### src/rtl/fpu_pkg.sv
// Shared FPU definitions: flag bit positions, the per-operation flag type,
// binary32 field widths, canonical quiet NaN and skid-buffer state encodings.
package fpu_pkg;

  localparam int FLAG_NV = 3;
  localparam int FLAG_OF = 2;
  localparam int FLAG_UF = 1;
  localparam int FLAG_NX = 0;

  typedef logic [3:0] fpu_flags_t;

  localparam int FP32_WIDTH = 32;
  localparam int FP32_EXP_W = 8;
  localparam int FP32_MAN_W = 23;

  localparam logic [31:0] QNAN_32 = 32'h7FC0_0000;

  localparam logic [1:0] ST_EMPTY = 2'd0;
  localparam logic [1:0] ST_ONE   = 2'd1;
  localparam logic [1:0] ST_FULL  = 2'd2;

endpackage

### src/rtl/fpu_skid_buffer.sv
// Two-entry FIFO skid buffer. in_ready is a flop, so downstream backpressure
// never reaches the upstream ready combinationally.
module fpu_skid_buffer
  import fpu_pkg::*;
#(
  parameter int W = 36
) (
  input  logic         clk,
  input  logic         rst,
  input  logic         in_valid,
  output logic         in_ready,
  input  logic [W-1:0] in_data,
  output logic         out_valid,
  input  logic         out_ready,
  output logic [W-1:0] out_data,
  output logic [1:0]   state
);

  // Handshake: a beat moves on a rising edge where valid & ready are both high;
  // valid never depends on ready, and data is held while valid & !ready.
  logic [1:0]   state_q, state_d;
  logic [W-1:0] main_q, main_d;
  logic [W-1:0] skid_q, skid_d;
  logic         in_ready_q, in_ready_d;
  logic         accept, drain;

  assign in_ready  = in_ready_q;
  assign out_valid = (state_q != ST_EMPTY);
  assign out_data  = main_q;
  assign state     = state_q;

  assign accept = in_valid & in_ready_q;
  assign drain  = out_valid & out_ready;

  always_comb begin
    state_d = state_q;
    main_d  = main_q;
    skid_d  = skid_q;
    case (state_q)
      ST_EMPTY: begin
        if (accept) begin
          state_d = ST_ONE;
          main_d  = in_data;
        end
      end
      ST_ONE: begin
        if (accept && drain) begin
          main_d = in_data;
        end else if (accept) begin
          state_d = ST_FULL;
          skid_d  = in_data;
        end else if (drain) begin
          state_d = ST_EMPTY;
        end
      end
      ST_FULL: begin
        // in_ready is low here, so only a drain can happen.
        if (drain) begin
          state_d = ST_ONE;
          main_d  = skid_q;
        end
      end
      default: state_d = ST_EMPTY;
    endcase
    in_ready_d = (state_d != ST_FULL);
  end

  always_ff @(posedge clk or posedge rst) begin
    if (rst) begin
      state_q    <= ST_EMPTY;
      main_q     <= '0;
      skid_q     <= '0;
      in_ready_q <= 1'b1;
    end else begin
      state_q    <= state_d;
      main_q     <= main_d;
      skid_q     <= skid_d;
      in_ready_q <= in_ready_d;
    end
  end

endmodule

### src/rtl/fpu_result_stage.sv
// FPU adder output stage: IEEE special-value substitution, skid-buffered
// output, sticky accrued flags and a saturating invalid-operation counter.
module fpu_result_stage
  import fpu_pkg::*;
#(
  parameter int WIDTH = FP32_WIDTH,
  parameter int EXP_W = FP32_EXP_W,
  parameter int MAN_W = FP32_MAN_W,
  parameter int CNT_W = 16
) (
  input  logic             clk,
  input  logic             rst,
  input  logic             in_valid,
  output logic             in_ready,
  input  logic [WIDTH-1:0] in_result,
  input  logic             in_overflow,
  input  logic             in_invalid,
  input  logic             in_underflow,
  input  logic             in_inexact,
  output logic             out_valid,
  input  logic             out_ready,
  output logic [WIDTH-1:0] out_result,
  output logic [3:0]       out_flags,
  input  logic             flags_clr,
  output logic [3:0]       accrued_flags,
  output logic [CNT_W-1:0] inv_count,
  output logic [1:0]       dbg_state
);

  localparam logic [WIDTH-1:0] QNAN = {1'b0, {EXP_W{1'b1}}, 1'b1, {(MAN_W-1){1'b0}}};

  logic [WIDTH-1:0] sub_result;
  fpu_flags_t       sub_flags;
  fpu_flags_t       accrued_q, accrued_d;
  logic [CNT_W-1:0] inv_count_q, inv_count_d;
  logic             accept;

  always_comb begin
    sub_result = in_result;
    sub_flags  = '0;
    sub_flags[FLAG_UF] = in_underflow;
    sub_flags[FLAG_NX] = in_inexact;
    if (in_invalid) begin
      sub_result = QNAN;
      sub_flags  = '0;
      sub_flags[FLAG_NV] = 1'b1;
    end else if (in_overflow) begin
      sub_result = {in_result[WIDTH-1], {EXP_W{1'b1}}, {MAN_W{1'b0}}};
      sub_flags[FLAG_OF] = 1'b1;
      sub_flags[FLAG_NX] = 1'b1;
    end
  end

  fpu_skid_buffer #(.W(WIDTH + 4)) u_skid (
    .clk       (clk),
    .rst       (rst),
    .in_valid  (in_valid),
    .in_ready  (in_ready),
    .in_data   ({sub_result, sub_flags}),
    .out_valid (out_valid),
    .out_ready (out_ready),
    .out_data  ({out_result, out_flags}),
    .state     (dbg_state)
  );

  assign accept = in_valid & in_ready;

  // A clear in the same cycle as an accept keeps only the new op's flags.
  always_comb begin
    accrued_d   = (flags_clr ? 4'b0000 : accrued_q) | (accept ? sub_flags : 4'b0000);
    inv_count_d = inv_count_q;
    if (accept && sub_flags[FLAG_NV] && (inv_count_q != {CNT_W{1'b1}}))
      inv_count_d = inv_count_q + CNT_W'(1);
  end

  always_ff @(posedge clk or posedge rst) begin
    if (rst) begin
      accrued_q   <= '0;
      inv_count_q <= '0;
    end else begin
      accrued_q   <= accrued_d;
      inv_count_q <= inv_count_d;
    end
  end

  assign accrued_flags = accrued_q;
  assign inv_count     = inv_count_q;

endmodule

### config.mk
export PLATFORM = sky130hd
export DESIGN_NAME = fpu_result_stage
export DESIGN_NICKNAME = d
export VERILOG_FILES = /design/src/rtl/fpu_pkg.sv /design/src/rtl/fpu_skid_buffer.sv /design/src/rtl/fpu_result_stage.sv
export SDC_FILE = /design/constraint.sdc
export NUM_CORES = 1
export LEC_CHECK = 0
export ABC_AREA = 0
export BUFFER_PORTS_ARGS = -buffer_cell sky130_fd_sc_hd__buf_2
export CORE_MARGIN = 4
export CORE_UTILIZATION = 49
export CTS_CLUSTER_DIAMETER = 30
export DETAILED_ROUTE_END_ITERATION = 7
export MAX_ROUTING_LAYER = met4
export PLACE_DENSITY = 0.86
export SYNTH_ARGS = -nofsm -noshare
export SYNTH_HDL_FRONTEND = slang
export SYNTH_SLANG_ARGS = --single-unit
### constraint.sdc
create_clock -name clk -period 2.6 [get_ports clk]
set_clock_uncertainty 0.05 [all_clocks]
set_input_delay 0.26 -clock clk [delete_from_list [all_inputs] [get_ports clk]]
set_output_delay 0.26 -clock clk [all_outputs]
set_load 0.01 [all_outputs]
==> impl_metrics.yaml <==
outcome:
  status: "complete, no violations"
setup_path:
  r2r_setup_slack_ns: 0.60
  crit_path_top_delay_cell: "dfstp_2"
  cp.arrival_ns: 2.21
  cp_max_fo: 30
  worst_setup_path_end_kind: "flop"
  rr_worst_depth: 5
  worstPathCellList: "nand2_2 > o31ai_4 > buf_4 > nor2_1 > a31oi_1"
  cp-start-kind: "flop"
  crit_required_ns: 2.81
  path_class: "flop to flop"
  slowest_delay_ns: 0.56
floorplanning:
  core_area_um2: 8721
  num_rows: 34
  start_util_pct: 50.13
  die_area_um2: 10500
  die_x_um: 102.5
  boundaryPins: 101
  die_y_um: 102.5
sta:
  period_share_pct: 76.81
  hold_viol: 0
  holdWs_ns: 0.03521
  max_freq_mhz: 500.7
  drv_slew: 0
  rsz0062_at_grt: "false"
  fin_crit_ns: 1.997
  final-setup-viol-count: 0
  setup-tns-final_ns: 0
  worst_pin_slew_ns: 0.9189
  layout_setup_ws_ns: 0.6028
  max-slew-margin-rel_pct: 38.74
power:
  leakage_uw: 0.002367
  power.density_nw_per_um2: 982.9
  irDropWorstVdd_mv: 0.4974
detailed_routing:
  drc: 0
  ant_nets: 0
  first_pass_iters: 4
  drt_iter0_drc: 147
  via_per_inst: 5.349
  wl_um: 9507
  wl_per_cell_um: 14.56
  vias: 3493
placement:
  post_dp_cell_area_um2: 4895
  numPortBuffers: 100
  finalWeightedCongestion: 0.8852
  hpwl_um: 6655
  dp_worst_setup_slack_ns: 0.5839
yosys:
  yosysUniqueCellTypes: 47
  ys_seq_area_share_pct: 54.41
  syn_nets: 494
  synth.most_common_cell: "dfrtp_1"
  avgSynthCellArea_um2: 9.672
  synth_edf_count: 0
  synth_top_cell_area_share_pct: 53.81
  synth_area_um2: 4372
  yosys.area.top_type: "dfrtp_1"
  synth-main-ff-cell: "dfrtp_1"
  yosysWarnings: 0
  ys_ff_latch: 95
  syn_inst: 452
  synth_area_leaders: "dfrtp_1, nand2_1, nor2_1, o21ai_2, nand3_1"
  ys_top_cells_by_count: "dfrtp_1, nand2_1, nor2_1"
  async_reset_ff_share_pct: 100.0
cells_and_area:
  multi_input_area_um2: 1797
  regArea_um2: 2379
  fill_cells: 741
  finalInstanceArea_um2: 5114
  syn2layout_area_growth_pct: 16.97
  utilization_pct: 58.64
  drive_gt1_share_pct: 30.46
  antenna_cells: 0
  fin_nets: 582
clock_tree:
  insertion_delay_ns: 0.36
  cts-resized-gates: 0
  cts-root-buf: "clkbuf_8"
  cts_hold_buf: 0
  postCtsSetupRepairBufs: 0
  htreeDepth: 3
  cts_buffers: 9
  path_clk_slew_ns: 0.09
  tritoncts: "done"
  clk_path_buf_depth: 2
  cts.sinks: 95
global_route:
  grt_pass1_wl_um: 16080
  grt_pass1_vias: 3403
  antenna_found_initial: 0
  grt.total_usage_pct: 19.85
  grt_max_degree: 72
  grt-ovfl-total: 0
job:
  drv_cap: 0
min_path:
  hold_class: "input port to asynchronous set/reset pin"
-- state kept, by name, indices dropped and copies added, names as in the netlist --
| signal | flops |
|---|---|
| u_skid.in_ready | 1 |
| accrued_flags | 4 |
| u_skid.state | 2 |
| u_skid.out_data | 36 |
| u_skid.skid_q | 36 |
| inv_count | 16 |
-- cell families after synthesis --
family | share of synthesized area (%)
AOI/OAI and AO/OA | 13.48
xor gates and xnor gates | 2.604
adders and majority gates | 0.2862
buffers and inverters | 4.722
DFF | 54.41
muxes | 3.148
and+or+nand+nor | 21.35
-- metrics by stage --
| stage | power, µW | instances |
|---|---|---|
| finish | 5026 | 653 |
| global route | 5397 | 653 |
| CTS | 5074 | 653 |
| detailed placement | 4012 | 637 |
| global placement | 3927 | 637 |
| floorplan | 3430 | 452 |
-- worst paths after layout --
kind,start,to
max,u_skid.in_ready,u_skid.out_data[8]
min,rst,inv_count[11]
max reg2reg,u_skid.in_ready,u_skid.out_data[8]
min reg2reg,u_skid.skid_q[6],u_skid.skid_q[6]
max in group asynchronous,rst,u_skid.out_data[8]
min in group clk,flags_clr,accrued_flags[2]
-- power by group --
group | switching (µW) | total [µW] | internal (µW)
Combinational | 901 | 1590 | 685
Clock | 524 | 1070 | 544
Sequential | 347 | 2370 | 2030
-- worst max-delay path: cells and delay by family (launching register included) --
family,cells,cell delay [ns]
AOI/OAI and AO/OA,2,0.71
DFF,1,0.56
buffers and inverters,1,0.39
and+or+nand+nor,2,0.19
-- layer usage --
layer | vias up | part of all wire, % | global-route usage [%]
met1 | 1658 | 46 | 27.37
met3 | 14 | 4.6 | 3.072
met4 | 0 | 1.9 | 7.164
met5 | - | 0 | -
li1 | 1718 | - | -
met2 | 103 | 47 | 29.89
-- layout make-up --
class                      instances  area share (%)
multi-input combinational        322           35.14
sequential                        95           46.51
tap                              108           2.643
inverter                           6          0.5138
timing repair buffer             106           10.91
clock buffer                       9           2.422
clock inverter                     7           1.860
-- placed cells by master, fill, tap and decap left out, drive strengths merged, types with 5 or more instances in the layout --
cell      n
buf     106
dfrtp    94
nand2    88
nor2     55
o21ai    36
nand3    30
a21oi    24
a31oi    23
mux2     11
clkbuf    9
xor2      8
inv       6
xnor2     5
Note: power is estimated with default switching activity, not from simulation.
